## src/rtl/svm_pkg.sv

```systemverilog
// svm_pkg: shared constants and the sequencer state type for the SVM batch
// controller. Imported by the interface, the label packer and the top.
package svm_pkg;

   localparam int SVM_BEAT_BYTES    = 16;
   localparam int SVM_FEATURES      = 8192;
   localparam int SVM_BEATS_PER_VEC = SVM_FEATURES / SVM_BEAT_BYTES;
   localparam int RES_W             = 32;
   localparam int CNT_W             = 16;

   typedef enum logic [2:0] {
      S_IDLE,
      S_FEED,
      S_WAIT_LBL,
      S_CLEAR,
      S_PUSH,
      S_DONE
   } svm_state_e;

endpackage

```

## src/rtl/svm_batch_ctrl_if.sv

```systemverilog
// svm_batch_ctrl_if: bundles the batch control, upstream FIFO, engine and
// result handshakes of the batch sequencer.
//   master : the sequencer (drives busy/done, src_rd, eng_empty/eng_rst, res_*)
//   slave  : the surroundings (host start, FIFO, engine, result consumer)
interface svm_batch_ctrl_if;
   import svm_pkg::*;

   logic             start;
   logic [CNT_W-1:0] num_vecs;
   logic             busy;
   logic             done;
   logic             src_empty;
   logic             src_rd;
   logic             eng_empty;
   logic             eng_rd;
   logic             eng_label;
   logic             eng_label_ready;
   logic             eng_rst;
   logic [RES_W-1:0] res_data;
   logic             res_valid;
   logic             res_ready;

   modport master (
      input  start, num_vecs, src_empty, eng_rd, eng_label, eng_label_ready, res_ready,
      output busy, done, src_rd, eng_empty, eng_rst, res_data, res_valid
   );

   modport slave (
      output start, num_vecs, src_empty, eng_rd, eng_label, eng_label_ready, res_ready,
      input  busy, done, src_rd, eng_empty, eng_rst, res_data, res_valid
   );

endinterface

```

## src/rtl/svm_label_packer.sv

```systemverilog
// svm_label_packer: collects one label bit per classified vector into a
// RES_W-bit word and holds it under a valid/ready handshake.
//   clk_i, rst_i : clock, async active-high reset
//   cap_i, lbl_i : capture lbl_i at bit position idx (idx then advances)
//   load_i       : raise valid with the word collected so far
//   ready_i      : consumer ready; valid&ready clears word, index and valid
//   data_o/valid_o, full_o (RES_W labels held), accept_o (handshake fired)
module svm_label_packer
   import svm_pkg::*;
(
   input  logic             clk_i,
   input  logic             rst_i,
   input  logic             cap_i,
   input  logic             lbl_i,
   input  logic             load_i,
   input  logic             ready_i,
   output logic [RES_W-1:0] data_o,
   output logic             valid_o,
   output logic             full_o,
   output logic             accept_o
);

   localparam int IDX_W = $clog2(RES_W + 1);

   logic [RES_W-1:0] shift_q, shift_d;
   logic [IDX_W-1:0] idx_q, idx_d;
   logic             valid_q, valid_d;

   assign accept_o = valid_q & ready_i;
   assign full_o   = (idx_q == IDX_W'(RES_W));
   assign data_o   = shift_q;
   assign valid_o  = valid_q;

   always_comb begin
      shift_d = shift_q;
      idx_d   = idx_q;
      valid_d = valid_q;
      if (accept_o) begin
         // unused upper bits of the next word start at zero
         shift_d = '0;
         idx_d   = '0;
         valid_d = 1'b0;
      end else begin
         if (load_i) valid_d = 1'b1;
         // the controller never captures once full, so the low bits index safely
         if (cap_i) begin
            shift_d[idx_q[IDX_W-2:0]] = lbl_i;
            idx_d = idx_q + 1'b1;
         end
      end
   end

   always_ff @(posedge clk_i or posedge rst_i) begin
      if (rst_i) begin
         shift_q <= '0;
         idx_q   <= '0;
         valid_q <= 1'b0;
      end else begin
         shift_q <= shift_d;
         idx_q   <= idx_d;
         valid_q <= valid_d;
      end
   end

endmodule

```

## src/rtl/svm_batch_ctrl.sv

```systemverilog
// svm_batch_ctrl: meters exactly BEATS_PER_VEC upstream FIFO beats into the
// SVM engine per vector, captures each label, resets the engine between
// vectors and pushes packed label words to the result consumer.
//   clk, reset : clock, async active-high reset (aborts any batch)
//   bus        : start/num_vecs/busy/done, src_empty/src_rd,
//                eng_empty/eng_rd/eng_label/eng_label_ready/eng_rst,
//                res_data/res_valid/res_ready
module svm_batch_ctrl
   import svm_pkg::*;
#(
   parameter int BEATS_PER_VEC = SVM_BEATS_PER_VEC
) (
   input  logic               clk,
   input  logic               reset,
   svm_batch_ctrl_if.master   bus
);

   localparam int                BEAT_W    = $clog2(BEATS_PER_VEC + 1);
   localparam logic [BEAT_W-1:0] BEAT_FULL = BEAT_W'(BEATS_PER_VEC);
   localparam logic [BEAT_W-1:0] BEAT_LAST = BEAT_W'(BEATS_PER_VEC - 1);

   svm_state_e       state_q, state_d;
   logic [BEAT_W-1:0] beat_q, beat_d;
   logic [CNT_W-1:0] vec_q, vec_d;
   logic [CNT_W-1:0] num_q, num_d;
   logic             lrdy_q;
   logic             eng_rst_q;
   logic             done_q;

   logic src_rd, eng_empty, cap, load, full, accept, lbl_rise;

   // label_ready is sticky, so only its rising edge marks a fresh label
   assign lbl_rise = bus.eng_label_ready & ~lrdy_q;

   always_comb begin
      state_d   = state_q;
      beat_d    = beat_q;
      vec_d     = vec_q;
      num_d     = num_q;
      src_rd    = 1'b0;
      eng_empty = 1'b1;
      cap       = 1'b0;
      load      = 1'b0;
      case (state_q)
         S_IDLE: begin
            if (bus.start) begin
               num_d   = bus.num_vecs;
               vec_d   = '0;
               beat_d  = '0;
               state_d = (bus.num_vecs == '0) ? S_DONE : S_FEED;
            end
         end
         S_FEED: begin
            // engine only sees data while the vector still needs beats
            eng_empty = bus.src_empty | (beat_q == BEAT_FULL);
            src_rd    = bus.eng_rd & ~bus.src_empty & (beat_q < BEAT_FULL);
            if (src_rd) begin
               beat_d = beat_q + 1'b1;
               if (beat_q == BEAT_LAST) state_d = S_WAIT_LBL;
            end
         end
         S_WAIT_LBL: begin
            if (lbl_rise) begin
               cap     = 1'b1;
               vec_d   = vec_q + 1'b1;
               state_d = S_CLEAR;
            end
         end
         S_CLEAR: begin
            beat_d = '0;
            if (full || vec_q == num_q) begin
               load    = 1'b1;
               state_d = S_PUSH;
            end else begin
               state_d = S_FEED;
            end
         end
         S_PUSH: begin
            if (accept) state_d = (vec_q == num_q) ? S_DONE : S_FEED;
         end
         S_DONE:  state_d = S_IDLE;
         default: state_d = S_IDLE;
      endcase
   end

   always_ff @(posedge clk or posedge reset) begin
      if (reset) begin
         state_q   <= S_IDLE;
         beat_q    <= '0;
         vec_q     <= '0;
         num_q     <= '0;
         lrdy_q    <= 1'b0;
         eng_rst_q <= 1'b1;
         done_q    <= 1'b0;
      end else begin
         state_q   <= state_d;
         beat_q    <= beat_d;
         vec_q     <= vec_d;
         num_q     <= num_d;
         lrdy_q    <= bus.eng_label_ready;
         // registered so eng_rst is high exactly while in CLEAR
         eng_rst_q <= (state_d == S_CLEAR);
         done_q    <= (state_q == S_DONE);
      end
   end

   svm_label_packer u_packer (
      .clk_i    (clk),
      .rst_i    (reset),
      .cap_i    (cap),
      .lbl_i    (bus.eng_label),
      .load_i   (load),
      .ready_i  (bus.res_ready),
      .data_o   (bus.res_data),
      .valid_o  (bus.res_valid),
      .full_o   (full),
      .accept_o (accept)
   );

   assign bus.src_rd    = src_rd;
   assign bus.eng_empty = eng_empty;
   assign bus.eng_rst   = eng_rst_q;
   assign bus.busy      = (state_q != S_IDLE);
   assign bus.done      = done_q;

endmodule

```

## src/flat_wrapper.sv

```systemverilog
// flat-port wrapper written by rule: the top's interface ports become plain ports
module svm_batch_ctrl_flat import svm_pkg::*;
#(
   parameter int BEATS_PER_VEC = SVM_BEATS_PER_VEC
)
  (clk, reset, bus_start, bus_num_vecs, bus_src_empty, bus_eng_rd, bus_eng_label, bus_eng_label_ready, bus_res_ready, bus_busy, bus_done, bus_src_rd, bus_eng_empty, bus_eng_rst, bus_res_data, bus_res_valid);
  svm_batch_ctrl_if bus_i ();
  input  logic clk;
  input  logic reset;
  input wire logic [$bits(bus_i.start)-1:0] bus_start;
  input wire logic [$bits(bus_i.num_vecs)-1:0] bus_num_vecs;
  input wire logic [$bits(bus_i.src_empty)-1:0] bus_src_empty;
  input wire logic [$bits(bus_i.eng_rd)-1:0] bus_eng_rd;
  input wire logic [$bits(bus_i.eng_label)-1:0] bus_eng_label;
  input wire logic [$bits(bus_i.eng_label_ready)-1:0] bus_eng_label_ready;
  input wire logic [$bits(bus_i.res_ready)-1:0] bus_res_ready;
  output wire logic [$bits(bus_i.busy)-1:0] bus_busy;
  output wire logic [$bits(bus_i.done)-1:0] bus_done;
  output wire logic [$bits(bus_i.src_rd)-1:0] bus_src_rd;
  output wire logic [$bits(bus_i.eng_empty)-1:0] bus_eng_empty;
  output wire logic [$bits(bus_i.eng_rst)-1:0] bus_eng_rst;
  output wire logic [$bits(bus_i.res_data)-1:0] bus_res_data;
  output wire logic [$bits(bus_i.res_valid)-1:0] bus_res_valid;
  assign bus_i.start = bus_start;
  assign bus_i.num_vecs = bus_num_vecs;
  assign bus_i.src_empty = bus_src_empty;
  assign bus_i.eng_rd = bus_eng_rd;
  assign bus_i.eng_label = bus_eng_label;
  assign bus_i.eng_label_ready = bus_eng_label_ready;
  assign bus_i.res_ready = bus_res_ready;
  assign bus_busy = bus_i.busy;
  assign bus_done = bus_i.done;
  assign bus_src_rd = bus_i.src_rd;
  assign bus_eng_empty = bus_i.eng_empty;
  assign bus_eng_rst = bus_i.eng_rst;
  assign bus_res_data = bus_i.res_data;
  assign bus_res_valid = bus_i.res_valid;
  svm_batch_ctrl #(.BEATS_PER_VEC(BEATS_PER_VEC)) u_core (.clk(clk), .reset(reset), .bus(bus_i));
endmodule
```

## config.mk

```make
export PLATFORM = sky130hd
export DESIGN_NAME = svm_batch_ctrl_flat
export DESIGN_NICKNAME = d
export VERILOG_FILES = /design/src/rtl/svm_pkg.sv /design/src/rtl/svm_batch_ctrl_if.sv /design/src/rtl/svm_label_packer.sv /design/src/rtl/svm_batch_ctrl.sv /design/src/flat_wrapper.sv
export SDC_FILE = /design/constraint.sdc
export NUM_CORES = 1
export LEC_CHECK = 0
export CORE_MARGIN = 2
export CORE_UTILIZATION = 45
export CTS_BUF_LIST = sky130_fd_sc_hd__clkbuf_4
export CTS_CLUSTER_SIZE = 14
export DETAILED_ROUTE_END_ITERATION = 10
export PLACE_DENSITY = 0.7
export SYNTH_ARGS = -nofsm -noshare
export SYNTH_HDL_FRONTEND = slang
export SYNTH_SLANG_ARGS = --single-unit
```

## constraint.sdc

```tcl
create_clock -name clk -period 3.2 [get_ports clk]
set_input_delay 0.8 -clock clk [delete_from_list [all_inputs] [get_ports clk]]
set_output_delay 0.8 -clock clk [all_outputs]
set_load 0.05 [all_outputs]
```

---- Word-level counts from Yosys, hierarchy flattened ----
Index checks and enable logic that the tools add are counted.
cells by class
  reduce and logical (&&, ||, !) cells .... 12
  div/mod/pow operators ................... 0
  $lt $le $gt $ge ......................... 3
  $mul .................................... 0
  add/sub/neg operators ................... 3
  bitwise logic cells ..................... 7
  multiplexer cells ....................... 30
  shifts and indexed selects .............. 0
  equal/unequal tests ..................... 13
operator list
  cell                                                        number
  2-to-1 mux 32 bit                                           2
  bitwise mux 32 bit                                          1
  2-to-1 mux 16 bit                                           2
  one-hot mux 16 bit (2 select lines)                         1
  one-hot mux 10 bit (3 select lines)                         1
  2-to-1 mux 3 bit                                            8
  2-to-1 mux 10 bit                                           2
  adder 16 x 1 -> 16 bit, second input constant               1
  == test 16 bit                                              1
  zero test 16 bit                                            1
  one-hot mux 3 bit (5 select lines)                          1
  2-to-1 mux 6 bit                                            2
  adder 10 x 1 -> 10 bit, second input constant               1
  == test 10 bit, second input constant                       1
  == test 10 x 9 -> 1 bit, second input constant              1
  less-than comparator 10 bit, second input constant          1
  == test 3 x 2 -> 1 bit, second input constant               3
  2-to-1 mux 1 bit                                            9
  adder 6 x 1 -> 6 bit, second input constant                 1
  == test 3 bit, second input constant                        2
  == test 6 bit, second input constant                        1
  less-than comparator 5 x 6 -> 1 bit, second input constant  1
  AND reduction 3 bit                                         2
  nonzero test 2 bit                                          3
  other kinds (13)                                            19
word-level totals
  output and inout port bits .............. 38
  bits of input ports ..................... 24
  memories ................................ 0
  latch bits .............................. 0
  RAM bits ................................ 0
  logic and storage cells ................. 78
  memory bits (read-only) ................. 0
  flip-flop bits (word level) ............. 87

---- Depth between registers and ports, before layout ----
  depth after elaboration ................. 7
  mapped depth ............................ 7
  mapped depth without buffers ............ 5

---- By module ----
Synthesis repeated with hierarchy kept, for this count alone.
unflattened totals
  cells, all modules ...................... 434
  area total of the unflattened synthesis .. 4585.6 um2
by module, submodules not included
  module            sequential area each (um2)  times used  area an instance (um2)  cells each
  svm_batch_ctrl    1202.4                      1           2640.0                  243
  svm_label_packer  975.9                       1           1945.6                  191

---- Worst setup path before layout ----
Ideal clock, no wire load.
  path kind ............................... input -> output
  start point ............................. input port bus_src_empty
  end point ............................... output port bus_src_rd
  path buffers ............................ 0
  data required time ...................... 2.400 ns
  data arrival time ....................... 1.940 ns
  slack ................................... 0.460 ns
  cell stages on the path ................. 2
  cell sequence ........................... or3b_2 -> nor2_1
between the ends
  cells in the longest elaborated chain, start to end .. 4
ends and longest elaborated chain
  element                 RTL line              text
  start, declared         flat_wrapper.sv:12    input wire logic [$bits(bus_i.src_empty)-1:0] bus_src_empty;
  inverter 1 bit          svm_batch_ctrl.sv:56  src_rd = bus.eng_rd & ~bus.src_empty & (beat_q < BEAT_FULL);
  AND 1 bit (2 in a row)  svm_batch_ctrl.sv:56
  2-to-1 mux 1 bit        svm_batch_ctrl.sv:44  case (state_q)
  end, declared           flat_wrapper.sv:19    output wire logic [$bits(bus_i.src_rd)-1:0] bus_src_rd;
Every way passes these cells.

---- Worst setup path in the final report ----
  start point ............................. input port bus_eng_rd
  end point ............................... output port bus_src_rd
between the ends
  cells in the longest elaborated chain, start to end .. 3
ends and longest elaborated chain
  element                 RTL line              text
  start, declared         flat_wrapper.sv:13    input wire logic [$bits(bus_i.eng_rd)-1:0] bus_eng_rd;
  AND 1 bit (2 in a row)  svm_batch_ctrl.sv:56
  2-to-1 mux 1 bit        svm_batch_ctrl.sv:44
Every way passes these cells.

==> out/results.tsv <==
stage	metric	value	unit
setup_path	worst_ep_required_time	2400	ps
global_route	overflow	0	
global_route	grt_use_met2	36.08	%
place	io_buffer_count	61	
floorplanning	die_h	103.4	µm
sta	setup_violations	0	
setup_path	crit_path_end_kind	output port	
finish	layoutNonFillerInstCount	652	
synth	yosysUniqueCellTypes	42	
setup_path	critPathLaunchType	primary input	
setup_path	cp_data_arrival_time	2140	ps
global_route	grt_max_degree	66	
clocking	ctsRootBufferMaster	clkbuf_4	
routing	wl_per_cell	16.55	µm
setup_path	crit_type	in2out	
synth	synth_flop_cell	dfrtp_1	
setup_path	r2r_slack	1060	ps
synth	synthXorXnorAreaFrac	4.530	%
sta	final_max_slew_viol_count	0	
synth	synth_compound_area_share	12.52	%
place	gp_congestion	0.8087	
synth	syn_avg_cell_area	9.563	µm²
synth	ys_ff_latch	87	
sta	max_freq	339.6	MHz
floorplanning	core_area	0.009684	mm²
routing	drtPass1Iterations	5	
synth	netlist_area	0.004447	mm²
synth	synthCells	465	
finish	syn2layout_area_growth	19.05	%
setup_path	crit_path_end	bus_src_rd	
sta	min_period	2945	ps
floorplanning	ioPinCount	62	
synth	synth_area_leaders	dfrtp_1 48%, a21oi_1 5.7%, nand3_1 5.1%	
routing	vias	3728	
sta	finalSetupTns	0	ps
routing	drt-initial-drc-count	195	
global_route	busiest_layer	met2	
synth	async_reset_ff_share	100.0	%
status	outcome	finished clean	
setup_path	rr_endpoint	u_core.u_packer.data_o[15]$_DFFE_PP0P_	
synth	synth_warnings	0	
clocking	hold_buffers	0	
global_route	met3_usage	4.570	%
global_route	met1_usage	28.75	%
global_route	first_global_vias	3644	
synth	synth_adder_area_share	1.970	%
place	place_ws	271.9	ps
synth	seq_area_frac_synth	48.99	%
pwr	power.total	2427	µW
synth	synth-edff-count	0	
clocking	cts_resized	0	
pwr	p_clk_share	25.5	%
run	cap_violations	0	
pwr	p_int	1702	µW
routing	antenna_left	0	
pwr	switching_share	29.86	%
clocking	cts.sinks	87	
routing	viasPerCell	5.718	
pwr	ir_drop	0.0002375	V
place	dp_hpwl	7513	µm
setup_path	ff2ff_path_depth	5	
clocking	cts_setup_buffers	0	
sta	finalCritPeriodShare	92.02	%
setup_path	r2r_start	u_core.state_q[2]$_DFF_PP0_	
routing	drc	0	
sta	rsz0062_at_grt	no	
finish	drive_gt1_share	9.441	%
pwr	p_comb_share	19.3	%
sta	hold_viol_final	0	
sta	skew	14.91	ps
clocking	cts_tree	yes	
clocking	clk_pin_slew	130	ps
finish	n_antenna_cell	0	
synth	yosysTopAreaCellShare	48.40	%
min_path	hp-class	reg2reg	
pwr	seq_power_share	55.2	%
place	dp_cells	636	
pwr	power_leakage	0.002243	µW
floorplanning	start_util	45.92	%
global_route	grt_pass1_wl	18000	µm
synth	synth_mux_area_share	5.205	%
synth	synth_top_area_cell	dfrtp_1	
sta	relSlewSlack	47.32	%
synth	synth_top_family_by_area	simple AND/OR/NAND/NOR gates	
global_route	grt_antenna_before_repair	0	
setup_path	crit_path_max_fanout	2	
pwr	power.switching	724.7	µW
setup_path	crit_start	bus_eng_rd	
pwr	powerDensity	458.5	mW/mm²
floorplanning	num_rows	36	
floorplanning	dieArea	0.01069	mm²
min_path	hp-start	u_core.u_packer.data_o[22]$_DFFE_PP0P_	
clocking	clock_latency	430	ps
routing	wl	10790	µm
finish	nets	545	
global_route	grt_use_total	21.57	%
sta	worstMarginPinSlew	787.3	ps
clocking	cts_max_path_buffers	2	
clocking	cts_max_level	3	
synth	synthSimpleGateAreaFrac	22.20	%
floorplanning	fp.dieW	103.4	µm
clocking	cts_made_buffers	9	
sta	layout_setup_ws	255.3	ps
synth	syn_nets	496	
==> registers in the layout, indices dropped and copies added (netlist names) <==
register	flops
u_core.u_packer.data_o	32
u_core.bus.eng_rst	1
u_core.vec_q	16
u_core.num_q	16
u_core.state_q	3
u_core.u_packer.valid_o	1
u_core.bus.done	1
u_core.lrdy_q	1
u_core.beat_q	10
u_core.u_packer.idx_q	6
==> area by class of cell <==
cell class / count / area, µm²
repair buffers: 69 / 690.7
inverters: 15 / 57.56
well taps: 133 / 166.4
multi-input cells: 332 / 2064
clock buffers: 10 / 75.07
fillers: 900 / 4390
clock inverters: 6 / 61.31
flip-flops and latches: 87 / 2178
==> stage by stage <==
step           hold slack (ps)  area (µm²)  utilization [%]
2_1_floorplan            500.7        4447                -
3_3_place_gp             516.0        5157            53.26
3_5_place_dp             515.2        5157            53.26
4_1_cts                  533.1        5294            54.66
5_1_grt                  545.9        5294            54.66
6_report                 529.6        5294            54.66
==> worst min path at each step <==
stage                     cells past startpoint  slack [ps]                                     end
after floorplan                               1         500            u_core.num_q[13]$_DFFE_PP0P_
after global placement                        2         520  u_core.u_packer.data_o[16]$_DFFE_PP0P_
after detailed placement                      2         520  u_core.u_packer.data_o[22]$_DFFE_PP0P_
after CTS                                     2         530  u_core.u_packer.data_o[22]$_DFFE_PP0P_
after global routing                          2         550  u_core.u_packer.data_o[22]$_DFFE_PP0P_
final                                         2         530  u_core.u_packer.data_o[22]$_DFFE_PP0P_
==> cell usage after synthesis, drive strengths merged, types with 6 or more instances <==
cell,number
a21oi,51
nor2,20
ha,7
or4,6
nor4,10
nand4,23
nand2,31
o21ai,34
buf,15
xor2,20
or3,15
mux2,17
dfrtp,86
and3,9
inv,15
nand3,45
o31ai,6
clkbuf,16
==> worst max-delay path, stage by stage <==
cell and delay [ps]:
clkdlybuf4s50_1 460, or3b_2 460, nor2_1 240, buf_12 170
==> kinds of logic (layout without fill, tap and decap cells) <==
| logic type | after synthesis | count (layout) |
|---|---|---|
| AND/OR/NAND/NOR | 181 | 181 |
| XOR/XNOR | 23 | 23 |
| adder cells (fa/ha/maj) | 7 | 7 |
| buffers and inverters | 46 | 100 |
| flip-flops | 87 | 87 |
| multiplexers | 21 | 21 |
| AO/OA/AOI/OAI | 100 | 100 |
==> cells in the final DEF (no fill, tap or decap), types with 2 or more instances in the layout <==
master,count
dfrtp_1,86
clkdlybuf4s50_1,59
a21oi_1,51
nand3_1,45
o21ai_0,34
nand2_1,31
nand4_1,23
nor2_1,20
xor2_1,20
mux2_2,17
or3_1,15
inv_1,14
nor4_1,10
clkbuf_4,10
and3_1,9
buf_4,8
ha_1,7
or4_1,6
o31ai_1,6
and2_1,4
nor2b_1,4
mux2i_1,4
and3b_1,3
xnor2_1,3
and4_1,3
clkinv_2,3
o211ai_1,2
nor3b_1,2
nand2b_1,2
clkinv_4,2
buf_12,2
==> power by group through the flow <==
| stage | Clock [µW] | Sequential, µW | Combinational [µW] |
|---|---|---|---|
| 6_report | 619 | 1340 | 468 |
| 3_5_place_dp | 0 | 1360 | 472 |
| 2_1_floorplan | 0 | 1330 | 347 |
| 5_1_grt | 677 | 1360 | 520 |
| 4_1_cts | 646 | 1340 | 474 |
| 3_3_place_gp | 0 | 1360 | 453 |
==> metal layers <==
| metal | wire length, µm | vias up |
|---|---|---|
| met4 | 122 | 0 |
| met1 | 4686 | 1817 |
| met2 | 5460 | 119 |
| met5 | 0 | - |
| met3 | 520 | 11 |
| li1 | - | 1781 |
No activity file was read; power rests on OpenSTA's default activity.
